===== src/rtl/nios_system_led_sequencer.sv =====
// rtl/nios_system_led_sequencer.sv - LED PIO master: pattern-table sequencer merged with event set/clear requests
//
// Purpose: owns the 8-bit LED PIO slave (data @0, bit-set @4, bit-clear @5).
// Plays a CPU-loaded table of up to 8 patterns at a programmable step period
// and merges one-cycle set/clear event pulses into the same PIO, issuing at
// most one PIO write per clock (priority: clear, set, pattern step).
//
// Ports:
//   clk, reset_n                  clock, asynchronous active-low reset
//   s_address/s_chipselect/
//   s_write_n/s_writedata         config slave write port
//   s_readdata                    config slave read data (combinational)
//   evt_set, evt_clr              one-cycle LED bit set/clear request pulses
//   m_address/m_chipselect/
//   m_write_n/m_writedata         PIO master write port
//   busy                          sequence running
module nios_system_led_sequencer #(
    parameter int PERIOD_W     = 24,
    parameter int RESET_PERIOD = 1000000
) (
    input  logic        clk,
    input  logic        reset_n,
    input  logic [2:0]  s_address,
    input  logic        s_chipselect,
    input  logic        s_write_n,
    input  logic [31:0] s_writedata,
    output logic [31:0] s_readdata,
    input  logic [7:0]  evt_set,
    input  logic [7:0]  evt_clr,
    output logic [2:0]  m_address,
    output logic        m_chipselect,
    output logic        m_write_n,
    output logic [31:0] m_writedata,
    output logic        busy
);

    localparam logic [0:0] ST_IDLE = 1'b0;
    localparam logic [0:0] ST_RUN  = 1'b1;

    localparam logic [2:0] A_CTRL   = 3'd0;
    localparam logic [2:0] A_PERIOD = 3'd1;
    localparam logic [2:0] A_LENGTH = 3'd2;
    localparam logic [2:0] A_STATUS = 3'd3;
    localparam logic [2:0] A_PATLO  = 3'd4;
    localparam logic [2:0] A_PATHI  = 3'd5;

    // configuration
    logic                r_en;
    logic                r_oneshot;
    logic [PERIOD_W-1:0] r_period;
    logic [2:0]          r_length;
    logic [7:0][7:0]     r_pat;

    // sequencer
    logic [0:0]          r_state;
    logic [PERIOD_W-1:0] r_cnt;
    logic [2:0]          r_idx;
    logic                r_busy;

    // pending PIO requests
    logic [7:0]          r_clr_pend;
    logic [7:0]          r_set_pend;
    logic                r_step_pend;
    logic [2:0]          r_idx_out;

    logic                w_wr;
    logic                w_ctrl_wr;
    logic                w_start;
    logic                w_abort;
    logic                w_tick;
    logic                w_last;
    logic                w_finish;
    logic                w_advance;
    logic [2:0]          w_next_idx;
    logic                w_step_new;
    logic [2:0]          w_step_new_idx;
    logic [PERIOD_W-1:0] w_reload;
    logic                w_svc_clr;
    logic                w_svc_set;
    logic                w_svc_step;
    logic [31:0]         w_period_rd;

    assign w_wr      = s_chipselect & ~s_write_n;
    assign w_ctrl_wr = w_wr & (s_address == A_CTRL);

    // A PERIOD of 0 behaves as 1, i.e. the counter reloads to 0.
    assign w_reload = (r_period == '0) ? '0 : r_period - PERIOD_W'(1);

    // EN is only ever 1 while running, so an EN=1 write in IDLE is a 0->1 edge.
    assign w_start = w_ctrl_wr &  s_writedata[0] & (r_state == ST_IDLE);
    assign w_abort = w_ctrl_wr & ~s_writedata[0] & (r_state == ST_RUN);

    // LENGTH of 0 wraps to last index 7 through 3-bit arithmetic.
    assign w_last     = (r_idx == (r_length - 3'd1));
    assign w_tick     = (r_state == ST_RUN) & (r_cnt == '0) & ~w_abort;
    assign w_finish   = w_tick & w_last & r_oneshot;
    assign w_advance  = w_tick & ~w_finish;
    assign w_next_idx = w_last ? 3'd0 : r_idx + 3'd1;

    assign w_step_new     = w_start | w_advance;
    assign w_step_new_idx = w_start ? 3'd0 : w_next_idx;

    // Fixed-priority service: exactly one request is written per cycle.
    assign w_svc_clr  = |r_clr_pend;
    assign w_svc_set  = ~w_svc_clr & (|r_set_pend);
    assign w_svc_step = ~w_svc_clr & ~(|r_set_pend) & r_step_pend;

    always_comb begin
        m_chipselect = 1'b0;
        m_write_n    = 1'b1;
        m_address    = 3'd0;
        m_writedata  = 32'd0;
        if (w_svc_clr) begin
            m_chipselect = 1'b1;
            m_write_n    = 1'b0;
            m_address    = 3'd5;
            m_writedata  = {24'd0, r_clr_pend};
        end else if (w_svc_set) begin
            m_chipselect = 1'b1;
            m_write_n    = 1'b0;
            m_address    = 3'd4;
            m_writedata  = {24'd0, r_set_pend};
        end else if (w_svc_step) begin
            m_chipselect = 1'b1;
            m_write_n    = 1'b0;
            m_address    = 3'd0;
            m_writedata  = {24'd0, r_pat[r_idx_out]};
        end
    end

    always_comb begin
        w_period_rd                 = '0;
        w_period_rd[PERIOD_W-1:0]   = r_period;
    end

    always_comb begin
        s_readdata = 32'd0;
        case (s_address)
            A_CTRL:   s_readdata = {30'd0, r_oneshot, r_en};
            A_PERIOD: s_readdata = w_period_rd;
            A_LENGTH: s_readdata = {29'd0, r_length};
            A_STATUS: s_readdata = {23'd0, r_busy, 1'b0, r_idx, 1'b0, r_step_pend,
                                    |r_set_pend, |r_clr_pend};
            A_PATLO:  s_readdata = r_pat[3:0];
            A_PATHI:  s_readdata = r_pat[7:4];
            default:  s_readdata = 32'd0;
        endcase
    end

    assign busy = r_busy;

    // Configuration registers
    always_ff @(posedge clk or negedge reset_n) begin
        if (!reset_n) begin
            r_en      <= 1'b0;
            r_oneshot <= 1'b0;
            r_period  <= PERIOD_W'(RESET_PERIOD);
            r_length  <= 3'd0;
            r_pat     <= '0;
        end else begin
            if (w_ctrl_wr) begin
                r_en      <= s_writedata[0];
                r_oneshot <= s_writedata[1];
            end else if (w_finish) begin
                r_en      <= 1'b0;
            end
            if (w_wr && s_address == A_PERIOD) r_period  <= s_writedata[PERIOD_W-1:0];
            if (w_wr && s_address == A_LENGTH) r_length  <= s_writedata[2:0];
            if (w_wr && s_address == A_PATLO)  r_pat[3:0] <= s_writedata;
            if (w_wr && s_address == A_PATHI)  r_pat[7:4] <= s_writedata;
        end
    end

    // Sequencer FSM
    always_ff @(posedge clk or negedge reset_n) begin
        if (!reset_n) begin
            r_state <= ST_IDLE;
            r_cnt   <= '0;
            r_idx   <= 3'd0;
            r_busy  <= 1'b0;
        end else begin
            case (r_state)
                ST_IDLE: begin
                    if (w_start) begin
                        r_cnt   <= w_reload;
                        r_idx   <= 3'd0;
                        r_busy  <= 1'b1;
                        r_state <= ST_RUN;
                    end
                end
                default: begin
                    if (w_abort) begin
                        r_idx   <= 3'd0;
                        r_busy  <= 1'b0;
                        r_state <= ST_IDLE;
                    end else if (w_finish) begin
                        r_busy  <= 1'b0;
                        r_state <= ST_IDLE;
                    end else if (w_tick) begin
                        r_idx   <= w_next_idx;
                        r_cnt   <= w_reload;
                    end else begin
                        r_cnt   <= r_cnt - PERIOD_W'(1);
                    end
                end
            endcase
        end
    end

    // Pending requests: a pulse landing in the cycle its pend is serviced stays
    // pending. A newer step overwrites a still-pending older one's index.
    always_ff @(posedge clk or negedge reset_n) begin
        if (!reset_n) begin
            r_clr_pend  <= 8'd0;
            r_set_pend  <= 8'd0;
            r_step_pend <= 1'b0;
            r_idx_out   <= 3'd0;
        end else begin
            r_clr_pend <= (w_svc_clr ? 8'd0 : r_clr_pend) | evt_clr;
            r_set_pend <= (w_svc_set ? 8'd0 : r_set_pend) | evt_set;
            if (w_abort) begin
                r_step_pend <= 1'b0;
            end else begin
                r_step_pend <= (r_step_pend & ~w_svc_step) | w_step_new;
            end
            if (w_step_new) r_idx_out <= w_step_new_idx;
        end
    end

endmodule


===== config.mk =====
export PLATFORM = sky130hd
export DESIGN_NAME = nios_system_led_sequencer
export DESIGN_NICKNAME = d
export VERILOG_FILES = /design/src/rtl/nios_system_led_sequencer.sv
export SDC_FILE = /design/constraint.sdc
export NUM_CORES = 1
export LEC_CHECK = 0
export BUFFER_PORTS_ARGS = -buffer_cell sky130_fd_sc_hd__buf_2
export CAP_MARGIN = 5
export CORE_MARGIN = 8
export CORE_UTILIZATION = 52
export DETAILED_ROUTE_END_ITERATION = 16
export GPL_TIMING_DRIVEN = 0
export PLACE_DENSITY_LB_ADDON = 0.2
export SLEW_MARGIN = 20
export SYNTH_ARGS = -nofsm -noshare
export SYNTH_HDL_FRONTEND = slang
export SYNTH_SLANG_ARGS = --single-unit
export TNS_END_PERCENT = 50

===== constraint.sdc =====
create_clock -name clk -period 3.05 [get_ports clk]
set_input_delay 0.915 -clock clk [delete_from_list [all_inputs] [get_ports clk]]
set_output_delay 0.915 -clock clk [all_outputs]
set_load 0.05 [all_outputs]

# After elaboration in Yosys (flattened, before gate mapping)
# Index checks and enable logic that the tools add are counted.
totals:
  output_inout_bits: 70
  regBits: 142
  input_bits: 55
  elab_cells: 116
classes:
  addsub: 4
  n_bitwise: 27
  mux: 39
  n_reduce_logical: 14
  n_eq_ne: 11
  order_cmp: 1
op_table:
  columns: ["op", "n"]
  rows:
  - ["$pmux W32 S6", 1]
  - ["$mux W24", 6]
  - ["$logic_not A24 Y1", 2]
  - ["$sub A24 B1 Y24 const B", 2]
  - ["$mux W8", 5]
  - ["$mux W32", 1]
  - ["$mux W3", 9]
  - ["$bmux W8 S3", 1]
  - ["$mux W1", 16]
  - ["$or A8 B8 Y8", 2]
  - ["$reduce_or A8 Y1", 2]
  - ["$and A1 B1 Y1", 15]
  - ["$not A1 Y1", 8]
  - ["$eq A3 B2 Y1 const B", 2]
  - ["$eq A3 B3 Y1 const B", 2]
  - ["$ne A3 B1 Y1 const B", 2]
  - ["$reduce_and A3 Y1", 2]
  - ["$logic_and A1 B1 Y1", 4]
  - ["$lt A3 B4 Y1 const B", 1]
  - ["$ne A2 B2 Y1 const B", 2]
  - ["$reduce_bool A2 Y1", 2]
  - ["$add A3 B1 Y3 const B", 1]
  - ["$eq A3 B1 Y1 const B", 1]
  - ["$eq A3 B3 Y1", 1]
  - ["5 further kinds", 6]

# Longest topological paths before layout
logic_depth:
  ltp_word: 14
  ltp_mapped: 11
  ltp_nobuf: 9

# Worst setup path before layout
# Ideal clock, no wire load.
synth_timing:
  path_kind: "in2out"
  startpoint: "in s_address[0]"
  endpoint: "out s_readdata[1]"
  arrival_time_ns: 2.845
  t_required_ns: 2.135
  stages: 5
  path_buffers: 3
  setup_slack_ns: -0.710
  cell_sequence: "buf_2 buf_1 clkbuf_1 mux2i_1 o22ai_1"
synth_between:
  elab_chain_cells: 2
  elab_cells_between_ends: 7
  classes_between: "eq/ne: 5; mux: 1; reduce/logical: 1"
synth_rtl:
  columns: ["element", "line_no", "text"]
  rows:
  - ["start, declared", "23", "input logic [2:0] s_address,"]
  - ["$eq A3 B3 Y1 (tied with other cells)", "138", "case (s_address)"]
  - ["$pmux W32 S6 (*)", "138", null]
  - ["end, declared", "27", "output logic [31:0] s_readdata,"]
# Every way passes the cells marked *; elsewhere a longest branch is shown, timed or not.

# Worst setup path in the final report
layout_timing:
  startpoint: "reg r_idx_out[1]"
  endpoint: "out m_writedata[2]"
layout_between:
  elab_chain_cells: 5
layout_rtl:
  columns: ["element", "line_no", "text"]
  rows:
  - ["start, declared", "64", "logic [2:0] r_idx_out;"]
  - ["start signal, assigned", "226", "if (w_step_new) r_idx_out <= w_step_new_idx;"]
  - ["$bmux W8 S3", "127", "m_writedata = {24'd0, r_pat[r_idx_out]};"]
  - ["$mux W8 (not written as such)", "127", null]
  - ["$mux W8", "123", "end else if (w_svc_step) begin"]
  - ["$mux W8", "118", "end else if (w_svc_set) begin"]
  - ["$mux W32", "113", "if (w_svc_clr) begin"]
  - ["end, declared", "33", "output logic [31:0] m_writedata,"]
# Every way passes these cells. The select of a mux whose other input is x is not followed.

==> reports/metrics.yaml <==
clock_network:
  htree_levels: 4
  cts_tree: "done"
  ctsHoldBuffers: 0
  cts_root_buffer: "clkbuf_16"
  clock-sinks: 142
  clockBufferDepth: 2
  numCtsBuffers: 17
  clk_latency_ps: 430
  path_clk_slew_ps: 70
power:
  pwr-share-comb: 0.310
  p_sw_uw: 2778
  power_density_mw_per_mm2: 687.7
  ir_worst_vdd_uv: 602.5
  p_leak_uw: 0.004583
  p_int_uw: 4691
  swShare: 0.3720
  p_clk_frac: 0.295
  seqPwrFrac: 0.395
layout:
  n_antenna_cell: 0
  seqCellArea_sq_mm: 0.003567
  stdcell_count: 1149
  multi_input_area_sq_mm: 0.005030
  fillers: 1166
  layout.nets: 981
  area_delta_synth_final_pct: 30.17
  drive_gt1_frac: 0.4598
synth:
  ys_types: 65
  synth.avg_cell_area_sq_um: 10.84
  netlist_area_sq_mm: 0.008344
  ys.flop_type: "dfrtp_1"
  synth_top_family_by_area: "multiplexers"
  synthSimpleGateAreaFrac: 0.1375
  synth.area.mux_share: 0.2332
  async_flop_share: 1.000
  synth-seq-cells: 142
  synth-compound-area-share: 0.1074
  synth-xor-area-share: 0.02684
  syn_inst: 770
  yosys_warnings: 0
  synth_seq_area_share: 0.4269
  synth_fa_ha_area_frac: 0.008997
  synth-edff-count: 0
setup_path:
  end_kind: "primary output"
  critPathMaxFanout: 4
  arrival_ps: 2320
  cp-start-kind: "flop"
  ff2ff_path_depth: 8
  path_class: "reg2out"
  crit_required_ps: 2130
die:
  num_io_pins: 125
  die-height_um: 142.7
  core_sq_mm: 0.01577
  die_area_sq_mm: 0.02036
  rows: 46
  dieWidth_um: 142.7
  initial_core_util: 0.5291
detailed_routing:
  wl_um: 27300
  antenna_left: 0
  drtIter0Drc: 654
  via_per_inst: 6.095
  via_count: 7003
  post_drt_wl_per_cell_um: 23.76
  drc_errors: 0
  first_pass_iters: 5
grt:
  grt_pass1_vias: 7166
  grt-ovfl-total: 0
  track_usage: 0.2755
  grt_pass1_wl_um: 42350
  grt_max_degree: 81
  antenna_found_initial: 0
timing:
  setup_ws_ps: -186.5
  fmax_mhz: 309.0
  skew_ps: 9.874
  rsz0062_at_grt: "true"
  slew_headroom: 0.4492
  maxSlewViolCount: 0
  final-setup-viol-count: 9
  min_period_ps: 3236
  hold_viol_final: 0
  fin_crit_sh: 1.061
  tns_ps: -1240
  tightest_slew_ps: 826.2
placed_design:
  io_buffers: 89
  place_inst: 1100
  routabilityCongestion: 0.9687
  dp_hpwl_um: 19910
  pre_cts_ws_ps: -697.3
min_path:
  holdCritPathClass: "in2async"
run:
  maxCapViolCount: 0
run_status:
  outcome: "complete, but fails checks"
  violations: "setup timing"
-- power by group through the flow --
stage / Clock (uW) / Sequential (uW) / Combinational (uW)
6_report: 2200 / 2950 / 2310
5_1_grt: 2300 / 3010 / 2480
4_1_cts: 2220 / 2920 / 2270
3_5_place_dp: 0 / 2940 / 2170
3_3_place_gp: 0 / 2900 / 2130
2_1_floorplan: 0 / 2730 / 1700
-- critical path, stage by stage, from the launching register on --
cell      delay (ps)
dfrtp_1          420
buf_6            160
buf_6            110
mux4_2           510
mux2_4           310
a21oi_4          150
o21bai_4          70
buf_8            150
-- sequential cells by signal, indices dropped and copies added, names as in the netlist --
register,count
r_cnt,24
r_idx,3
r_pat,64
busy,1
r_oneshot,1
r_idx_out,3
r_period,24
r_length,3
r_set_pend,8
r_clr_pend,8
r_en,1
r_step_pend,1
r_state,1
-- cell usage after synthesis (9+ instances only) --
library cell  number  area, sq um
dfrtp_1          135         3378
mux2_2           118         1329
nor2_1            47        176.4
a21oi_1           43        215.2
nand2_1           36        135.1
clkbuf_1          33        123.9
buf_4             29        217.7
o21ai_0           29        145.1
nor3_1            28        140.1
mux2i_1           20        200.2
mux4_2            18        405.4
nor4_1            15        93.84
inv_1             14        52.55
xnor2_1           14        122.6
nand3b_1          13        97.59
buf_2             11        55.05
nand3_1           10        50.05
a31oi_1            9        56.30
o21bai_1           9        67.56
xor2_1             9        78.83
-- cell usage in the layout, fill, tap and decap left out, types with 13 or more instances in the layout --
cell	instances
a21oi_1	24
a21oi_4	17
buf_2	75
buf_4	49
buf_6	13
clkbuf_1	23
clkbuf_16	18
conb_1	25
dfrtp_1	131
mux2_2	110
mux2i_1	16
mux4_2	18
nand2_1	35
nand3b_1	13
nor2_1	30
nor3_1	28
o21ai_0	28
xnor2_1	14
-- logic make-up (layout without fill, tap and decap cells) --
| family | after synthesis | in the layout |
|---|---|---|
| DFF | 142 | 142 |
| xor gates and xnor gates | 24 | 24 |
| AOI/OAI and AO/OA | 141 | 141 |
| muxes | 157 | 157 |
| buffers and inverters | 96 | 235 |
| adders and majority gates | 6 | 6 |
| other | 1 | 25 |
| and+or+nand+nor | 203 | 203 |
-- per-layer routing --
layer	up-vias	part of all wire	track usage
met4	0	0.035	0.1219
met1	3533	0.40	0.3445
met5	-	0	0
met2	305	0.50	0.4569
li1	3106	-	-
met3	59	0.058	0.05142
-- area by class of cell --
type / instances / share of cell area
Multi-Input combinational cell: 556 / 0.4631
Sequential cell: 142 / 0.3284
Timing Repair Buffer: 109 / 0.07130
Buffer: 80 / 0.05115
Clock buffer: 19 / 0.03986
Tap cell: 216 / 0.02488
Clock inverter: 13 / 0.01647
Inverter: 14 / 0.004838
-- stage by stage --
step	total power [uW]	util	hold slack [ps]	area [sq um]
after global placement	5029	0.6062	502.5	9559
after CTS	7403	0.6801	447.0	10730
after global routing	7791	0.6888	464.7	10860
final	7469	0.6888	427.1	10860
after floorplan	4424	-	489.7	8843
after detailed placement	5110	0.6085	519.2	9597
-- path summary, 6_finish.rpt --
| kind | startpoint | slack, ps | to |
|---|---|---|---|
| max in group asynchronous | reset_n | 1820 | r_set_pend[1]$_DFF_PN0_ |
| min in group clk | r_pat[29]$_DFFE_PN0P_ | 530 | r_pat[29]$_DFFE_PN0P_ |
| worst max register to register | r_cnt[14]$_DFFE_PN0P_ | 180 | r_cnt[6]$_DFFE_PN0P_ |
| worst max-delay path | r_idx_out[1]$_DFFE_PN0P_ | -190 | m_writedata[2] |
| worst min-delay path | reset_n | 430 | r_cnt[17]$_DFFE_PN0P_ |
| worst min register to register | r_pat[29]$_DFFE_PN0P_ | 530 | r_pat[29]$_DFFE_PN0P_ |
-- timing repair --
item,CTS,global route
pin swaps,12,5
buffers inserted,12,7
resized for setup,106,26
endpoints found under the setup margin,42,42
(Power assumes the default switching activity.)
